## src/rtl/sumador_pkg.sv

```systemverilog
// Shared types for the bit-serial adder: FSM state encoding and counter sizing helper.
package sumador_pkg;

  typedef enum logic [1:0] {
    IDLE  = 2'd0,
    SUMA  = 2'd1,
    LISTO = 2'd2
  } estadoT;

  // Width of the bit counter that steps 0..n-1.
  function automatic int cntWidth(input int n);
    return (n < 2) ? 1 : $clog2(n);
  endfunction

endpackage

```

## src/rtl/sumador_completo_bit.sv

```systemverilog
// Combinational 1-bit full adder built from two half adders and a carry OR.
module sumador_completo_bit (
  input  logic a,
  input  logic b,
  input  logic cin,
  output logic s,
  output logic cout
);

  logic haSum, haCarry, hbCarry;

  assign haSum   = a ^ b;
  assign haCarry = a & b;
  assign s       = haSum ^ cin;
  assign hbCarry = haSum & cin;
  assign cout    = haCarry | hbCarry;

endmodule

```

## src/rtl/sumador_serial.sv

```systemverilog
// Bit-serial N-bit adder: one full-adder cell, LSB first, carry fed back through a flip-flop.
module sumador_serial
  import sumador_pkg::*;
#(
  parameter int N = 8
) (
  input  logic         clk,
  input  logic         rst,
  input  logic         in_valid,
  output logic         in_ready,
  input  logic [N-1:0] a,
  input  logic [N-1:0] b,
  input  logic         cin,
  output logic         out_valid,
  input  logic         out_ready,
  output logic [N-1:0] sum,
  output logic         cout
);

  localparam int CntW = cntWidth(N);

  estadoT          stateReg, stateNext;
  logic [CntW-1:0] countReg, countNext;
  logic            carryReg, carryNext;
  logic            coutReg, coutNext;
  logic [N-1:0]    raReg, raNext;
  logic [N-1:0]    rbReg, rbNext;
  logic [N-1:0]    rsumReg, rsumNext;
  logic            bitS, bitC;

  sumador_completo_bit fa (
    .a   (raReg[0]),
    .b   (rbReg[0]),
    .cin (carryReg),
    .s   (bitS),
    .cout(bitC)
  );

  always_comb begin
    stateNext = stateReg;
    countNext = countReg;
    carryNext = carryReg;
    coutNext  = coutReg;
    raNext    = raReg;
    rbNext    = rbReg;
    rsumNext  = rsumReg;
    unique case (stateReg)
      IDLE: begin
        if (in_valid) begin
          raNext    = a;
          rbNext    = b;
          carryNext = cin;
          countNext = '0;
          rsumNext  = '0;
          stateNext = SUMA;
        end
      end
      SUMA: begin
        // Sum bits enter at the MSB so bit 0 lands at rsum[0] after N shifts.
        rsumNext  = {bitS, rsumReg[N-1:1]};
        raNext    = {1'b0, raReg[N-1:1]};
        rbNext    = {1'b0, rbReg[N-1:1]};
        carryNext = bitC;
        countNext = countReg + 1'b1;
        if (countReg == CntW'(N - 1)) begin
          countNext = '0;
          coutNext  = bitC;
          stateNext = LISTO;
        end
      end
      LISTO: begin
        if (out_ready) stateNext = IDLE;
      end
      default: stateNext = IDLE;
    endcase
  end

  always_ff @(posedge clk) begin
    if (rst) begin
      stateReg <= IDLE;
      countReg <= '0;
      carryReg <= 1'b0;
      coutReg  <= 1'b0;
      raReg    <= '0;
      rbReg    <= '0;
      rsumReg  <= '0;
    end else begin
      stateReg <= stateNext;
      countReg <= countNext;
      carryReg <= carryNext;
      coutReg  <= coutNext;
      raReg    <= raNext;
      rbReg    <= rbNext;
      rsumReg  <= rsumNext;
    end
  end

  assign in_ready  = (stateReg == IDLE);
  assign out_valid = (stateReg == LISTO);
  assign sum       = rsumReg;
  assign cout      = coutReg;

endmodule
```

## config.mk

```make
export PLATFORM = sky130hd
export DESIGN_NAME = sumador_serial
export DESIGN_NICKNAME = d
export VERILOG_FILES = /design/src/rtl/sumador_pkg.sv /design/src/rtl/sumador_completo_bit.sv /design/src/rtl/sumador_serial.sv
export SDC_FILE = /design/constraint.sdc
export NUM_CORES = 1
export LEC_CHECK = 0
export BUFFER_PORTS_ARGS = -buffer_cell sky130_fd_sc_hd__buf_2
export CORE_MARGIN = 2
export CORE_UTILIZATION = 24
export DETAILED_ROUTE_END_ITERATION = 8
export HOLD_SLACK_MARGIN = 0.06
export SLEW_MARGIN = 20
export SYNTH_ARGS = -nofsm -noshare
export SYNTH_HDL_FRONTEND = slang
export SYNTH_HIERARCHICAL = 1
export SYNTH_SLANG_ARGS = --single-unit
```

## constraint.sdc

```tcl
create_clock -name clk -period 2 [get_ports clk]
set_input_delay 0.4 -clock clk [delete_from_list [all_inputs] [get_ports clk]]
set_output_delay 0.4 -clock clk [all_outputs]
set_load 0.05 [all_outputs]
```

==> flow_summary_export.csv, run 1 <==
group,metric,value,unit
worst_setup_path,worstPathMaxFanout,7,
global_routing,grt_use_met3,4.48,%
die,rows,27,
routing,route.detailed.vias_per_inst,4.53,
die,die_x,78.7,um
routing,wl_per_cell,12.6,um
final_layout,layout-drive-gt1-share,42.9,%
sta,setup_viol,0,
placed_design,detailedPlacementHpwl,2.07,mm
worst_setup_path,setup.worst_path.start_class,"flop",
sta,timing_worst_slew_pin_value,0.518,ns
sta,finalCritPeriodShare,82.7,%
placed_design,total_of_buffers_placed_on_input_and_output_ports,31,
global_routing,global_route.usage.met2,13.9,%
cts,h_tree_levels,2,
cts,tritoncts_clock_tree,"built",
global_routing,grt_max_degree,23,
sta,skew,0.00713,ns
synthesis,synth.yosys.warnings,6,
global_routing,global_route.overflow_total,0,
power,ir_worst_vdd,0.000289,V
final_layout,antennaDiodeCount,0,
routing,drtIter0Drc,48,
die,starting_density_of_the_core,24.6,%
global_routing,antenna_found_initial,0,
sta,slew_margin_rel,65.4,%
sta,rsz0062_at_grt,"no",
sta,hold_violations,0,
routing,remaining_number_of_nets_flagged_by_the_antenna_check_after_routing,0,
global_routing,grt_pass1_vias,1022,
sta,final_max_slew_viol_count,0,
die,core_area,0.00544,mm2
cts,cts_root_buffer,"sky130_fd_sc_hd__clkbuf_8",
global_routing,gr-usage-all-layers,10.4,%
cts,clk_pin_slew_worst_paths,0.07,ns
cts,cts_resized,0,
worst_setup_path,cp_data_arrival_time,1.25,ns
synthesis,post_synth_main_area_contributors,"sky130_fd_sc_hd__dfxtp_1 46%, sky130_fd_sc_hd__o221a_2 12%, sky130_fd_sc_hd__a22oi_1 6.2%",
cts,cts_made_buffers,5,
sta,whs,0.380,ns
final_layout,fillerInstances,601,
synthesis,net_count_synth,154,
final_layout,fin_cells,235,
placed_design,globalplace.congestion,0.771,
synthesis,mappedNetlistArea,0.00134,mm2
global_routing,grt_pass1_wl,4.82,mm
run,maxCapViolations,0,
die,die_height,78.7,um
power,static-leakage-power,0.685,nW
routing,drt_drc_violations_left,0,
cts,cts_max_path_buffers,2,
routing,dr_vias,1065,
final_layout,num-nets-final,186,
power,p_per_area,859,mW/mm2
synthesis,synth.avg_cell_area,10.3,um2
sta,setup_tns,0,ns
power,total_design_power,1.40,mW
synthesis,synth_largest_type_area_fraction,46.4,%
worst_setup_path,worst_setup_path_end_kind,"output port",
synthesis,synthesis.instances,130,
synthesis,ys_seq_elements,31,
final_layout,synthToLayoutAreaGrowth,21.8,%
routing,detail_route.wirelength,2.96,mm
routing,drt_pre_antenna_iters,4,
global_routing,use_met1,13.7,%
cts,cts_hold_buf,0,
sta,achievable-frequency,0.605,GHz
worst_setup_path,path_type_of_the_worst_setup_path,"flop to output port",
synthesis,yosysTopAreaCell,"sky130_fd_sc_hd__dfxtp_1",
synthesis,post_synth_num_cell_types,26,
synthesis,seq_area_frac_synth,46.4,%
cts,clock_sink_count,31,
global_routing,top_usage_layer,"met2",
worst_setup_path,worstPathRequired,1.60,ns
cts,cts_setup_buffers,0,
die,ios,32,
run_status,status,"finished clean",
die,die-area,0.00619,mm2
sta,final.min_clock_period,1.65,ns
hold_path,min_path_type,"primary input to flop",
cts,clk_latency,0.28,ns
placed_design,place.detailed.instances,227,
final timing paths:
| path | startpoint | end | slack (ns) | cells after the start |
|---|---|---|---|---|
| worst min register to register | cout | cout | 0.50 | 2 |
| worst max register to register | stateReg[0] | rbReg[1] | 0.68 | 4 |
| worst min-delay path | a[2] | raReg[2] | 0.38 | 2 |
| worst max-delay path | stateReg[1] | out_valid | 0.35 | 2 |
worst max-delay path, stage by stage (launching register included):
cell	delay (ns)
sky130_fd_sc_hd__dfxtp_1	0.49
sky130_fd_sc_hd__nor2b_1	0.20
sky130_fd_sc_hd__buf_2	0.28
area by class of cell:
cell class	count	area, um2	share of cell area (%)
Sequential cell	31	621	38.1
Tap cell	72	90.1	5.53
Inverter	16	60.1	3.69
Clock inverter	1	7.51	0.461
Timing Repair Buffer	34	178	10.9
Multi-Input combinational cell	74	577	35.4
Clock buffer	7	96.3	5.91
cells by family after synthesis:
kind of cell	synth area share (%)
AO/OA/AOI/OAI	29.5
adder cells (fa/ha/maj)	3.37
buffers and inverters	10.5
flip-flops	46.4
multiplexers	1.50
AND/OR/NAND/NOR	8.79
layer usage:
layer	routed length (um)	part of all wire, %
met1	1450	49
met2	1210	41
met3	226	7.6
met4	66	2.2
met5	0	0
sequential cells by signal, summed over array words and instances, names as in the netlist:
register	count
rbReg	8
carryReg	1
countReg	3
raReg	8
cout	1
stateReg	2
sum	8
where the power goes:
group / switching [mW] / internal (mW)
sequential: 0.0237 / 0.654
clock: 0.233 / 0.313
combinational: 0.0987 / 0.0772
total: 0.355 / 1.04
layout by cell type (no fill, tap or decap), types with 2 or more instances in the layout:
| cell type | synthesis | final |
|---|---|---|
| sky130_fd_sc_hd__nor2_1 | 16 | 16 |
| sky130_fd_sc_hd__a32oi_1 | 2 | 2 |
| sky130_fd_sc_hd__ha_1 | 2 | 2 |
| sky130_fd_sc_hd__a22oi_1 | 11 | 11 |
| sky130_fd_sc_hd__a21oi_2 | 9 | 9 |
| sky130_fd_sc_hd__mux2i_1 | 2 | 2 |
| sky130_fd_sc_hd__dfxtp_1 | 31 | 31 |
| sky130_fd_sc_hd__o221a_2 | 14 | 14 |
| sky130_fd_sc_hd__clkbuf_8 | 0 | 7 |
| sky130_fd_sc_hd__buf_2 | 3 | 31 |
| sky130_fd_sc_hd__buf_4 | 1 | 3 |
| sky130_fd_sc_hd__a21oi_1 | 7 | 7 |
| sky130_fd_sc_hd__inv_1 | 16 | 16 |
metrics by stage:
stage,worst slack (ns),utilization (%),instance area (um2)
finish,0.346,30.0,1630
global route,0.260,30.0,1630
CTS,0.321,30.0,1630
detailed placement,0.621,28.0,1530
global placement,0.646,28.0,1530
floorplan,0.369,-,1340
cells in the mapped netlist:
cell                       number
sky130_fd_sc_hd__mux2i_1        2
sky130_fd_sc_hd__nor2_1        16
sky130_fd_sc_hd__nor2_4         1
sky130_fd_sc_hd__nor2b_2        1
sky130_fd_sc_hd__nand2_2        1
sky130_fd_sc_hd__ha_1           2
sky130_fd_sc_hd__nor2b_1        1
sky130_fd_sc_hd__buf_2          3
sky130_fd_sc_hd__nand2b_1       1
sky130_fd_sc_hd__nor2_2         1
sky130_fd_sc_hd__o21bai_2       1
sky130_fd_sc_hd__a32oi_1        2
sky130_fd_sc_hd__dfxtp_1       31
sky130_fd_sc_hd__buf_6          3
sky130_fd_sc_hd__buf_4          1
sky130_fd_sc_hd__fa_1           1
sky130_fd_sc_hd__nor3_1         1
sky130_fd_sc_hd__o221a_2       14
sky130_fd_sc_hd__inv_1         16
sky130_fd_sc_hd__a21oi_2        9
sky130_fd_sc_hd__a21oi_1        7
sky130_fd_sc_hd__buf_12         1
sky130_fd_sc_hd__o221a_1        1
sky130_fd_sc_hd__clkbuf_1       1
sky130_fd_sc_hd__nand3b_1       1
sky130_fd_sc_hd__a22oi_1       11
(Power assumes the default switching activity.)
==> inputs of run 2 (changes only) <==
clock period = 1.6 ns   (was 2 ns; I/O delays follow)
==> run 2 against run 1 <==
  * Sequential power grew 25%
  * Non-clock buffer count increased by 2
  * Die area unchanged
  * Cell count is 0.43% higher
  * Total power rose by 21%
  * Worst hold slack got worse by 0.084 ns
  * Combinational power increased by 27%
  * Worst setup slack got worse by 0.23 ns
  * Design area increased by 0.15%
  * Critical path type unchanged
  * Highest routed layer unchanged
==> flow_summary_export.csv, run 2 (synthesized netlist as in run 1, its figures left out) <==
group,metric,value,unit
die,die_x,78.7,um
routing,wl_per_cell,12.0,um
placed_design,detailedPlacementHpwl,2.00,mm
worst_setup_path,setup.worst_path.start_class,"flop",
sta,finalCritPeriodShare,92.7,%
final_layout,synthToLayoutAreaGrowth,22.0,%
worst_setup_path,slowest_library_cell_on_the_worst_path,"sky130_fd_sc_hd__dfxtp_1",
power,static-leakage-power,0.692,nW
worst_setup_path,worstPathMaxFanout,7,
power,ir_worst_vdd,0.000288,V
routing,remaining_number_of_nets_flagged_by_the_antenna_check_after_routing,0,
cts,cts_root_buffer,"sky130_fd_sc_hd__clkbuf_8",
die,die_height,78.7,um
cts,cts_made_buffers,5,
final_layout,layout-drive-gt1-share,43.9,%
routing,drt_pre_antenna_iters,4,
die,die-area,0.00619,mm2
sta,skew,0.00541,ns
cts,h_tree_levels,2,
global_routing,grt_pass1_wl,4.65,mm
sta,final.min_clock_period,1.48,ns
worst_setup_path,crit_path_max_incr_delay,0.38,ns
worst_setup_path,critical_path.cell_chain,"nor2_2, buf_2",
die,ios,32,
sta,rsz0062_at_grt,"no",
cts,cts_hold_buf,0,
sta,hold_violations,0,
die,rows,27,
run,maxCapViolations,0,
worst_setup_path,cp.buffers_inverters,1,
worst_setup_path,worst_setup_path_end_kind,"output port",
final_layout,antennaDiodeCount,0,
sta,final_max_slew_viol_count,0,
run_status,status,"finished clean",
final_layout,num-nets-final,188,
cts,clk_pin_slew_worst_paths,0.06,ns
cts,cts_max_path_buffers,2,
global_routing,gr-usage-all-layers,9.95,%
final_layout,utilization,30.0,%
power,p_per_area,1030,mW/mm2
cts,clk_latency,0.28,ns
global_routing,grt_max_degree,16,
routing,drtIter0Drc,34,
sta,slew_margin_rel,75.9,%
cts,clock_sink_count,31,
routing,drt_drc_violations_left,0,
worst_setup_path,path_type_of_the_worst_setup_path,"flop to output port",
die,starting_density_of_the_core,24.6,%
sta,whs,0.296,ns
placed_design,globalplace.congestion,0.717,
routing,route.detailed.vias_per_inst,4.36,
global_routing,global_route.overflow_total,0,
worst_setup_path,critical_path.top_delay_family,"flip-flops",
cts,cts_setup_buffers,0,
placed_design,total_of_buffers_placed_on_input_and_output_ports,31,
global_routing,antenna_found_initial,0,
global_routing,grt_pass1_vias,977,
sta,setup_viol,0,
die,core_area,0.00544,mm2
sta,achievable-frequency,0.674,GHz
routing,dr_vias,1029,
sta,setup_tns,0,ns
worst_setup_path,cp_data_arrival_time,1.16,ns
final_layout,most-common-layout-cells,"30 x sky130_fd_sc_hd__dfxtp_1, 30 x sky130_fd_sc_hd__buf_2, 16 x sky130_fd_sc_hd__inv_1, 16 x sky130_fd_sc_hd__nor2_1, 14 x sky130_fd_sc_hd__o221a_2",
hold_path,min_path_type,"primary input to flop",
sta,timing_worst_slew_pin_value,0.361,ns
worst_setup_path,worstPathRequired,1.28,ns
routing,detail_route.wirelength,2.84,mm
cts,tritoncts_clock_tree,"built",
-- run 2: cell count changes in the layout (fill, tap and decap cells not counted) --
cell | before | now
sky130_fd_sc_hd__buf_4 | 3 | 6
sky130_fd_sc_hd__buf_2 | 31 | 30
sky130_fd_sc_hd__clkbuf_8 | 7 | 6
sky130_fd_sc_hd__clkinv_2 | 0 | 1
sky130_fd_sc_hd__clkinvlp_4 | 1 | 0
sky130_fd_sc_hd__dfxtp_1 | 31 | 30
sky130_fd_sc_hd__dfxtp_2 | 0 | 1
-- run 2: stage by stage --
| step | power [mW] | std cells | instance area (um2) | setup WS (ns) |
|---|---|---|---|---|
| floorplan | 1.03 | 130 | 1340 | 0.0130 |
| global placement | 1.09 | 229 | 1540 | 0.297 |
| detailed placement | 1.09 | 229 | 1540 | 0.304 |
| CTS | 1.72 | 236 | 1630 | 0.0415 |
| global route | 1.78 | 236 | 1630 | 0.0503 |
| finish | 1.69 | 236 | 1630 | 0.117 |
-- run 2: timing repair --
item | in CTS | in global routing
gates resized for setup | 1 | 1
setup endpoints to repair | 1 | 1
pin swaps | 0 | 0
-- run 2: path summary, 6_finish.rpt --
path,slack [ns],start,endpoint,cells after the start
worst min-delay path,0.30,out_ready,stateReg[1],3
worst max register to register,0.33,stateReg[0],carryReg,4
worst max-delay path,0.12,stateReg[0],in_ready,2
worst min register to register,0.49,rbReg[7],rbReg[7],2
-- run 2: routing by layer --
layer	track usage, %	routed length [um]
met5	0	0
met4	4.21	43
met1	13.4	1430
met2	12.7	1130
met3	5.52	238
-- run 2: worst min-delay path: stages --
cell	delay, ns
sky130_fd_sc_hd__buf_2	0.07
sky130_fd_sc_hd__nand2b_1	0.09
sky130_fd_sc_hd__a21oi_1	0.06
-- run 2: area by class of cell --
class,instances,area (um2)
clock buffers,6,82.6
clock inverters,1,5.00
fillers,565,3810
inverters,16,60.1
multi-input cells,74,577
flip-flops and latches,31,622
well taps,72,90.1
repair buffers,36,195
-- run 2: report_power, final --
part / total [mW] / internal [mW] / switching, mW
logic: 0.224 / 0.100 / 0.124
clock network: 0.618 / 0.337 / 0.281
registers: 0.845 / 0.817 / 0.0276
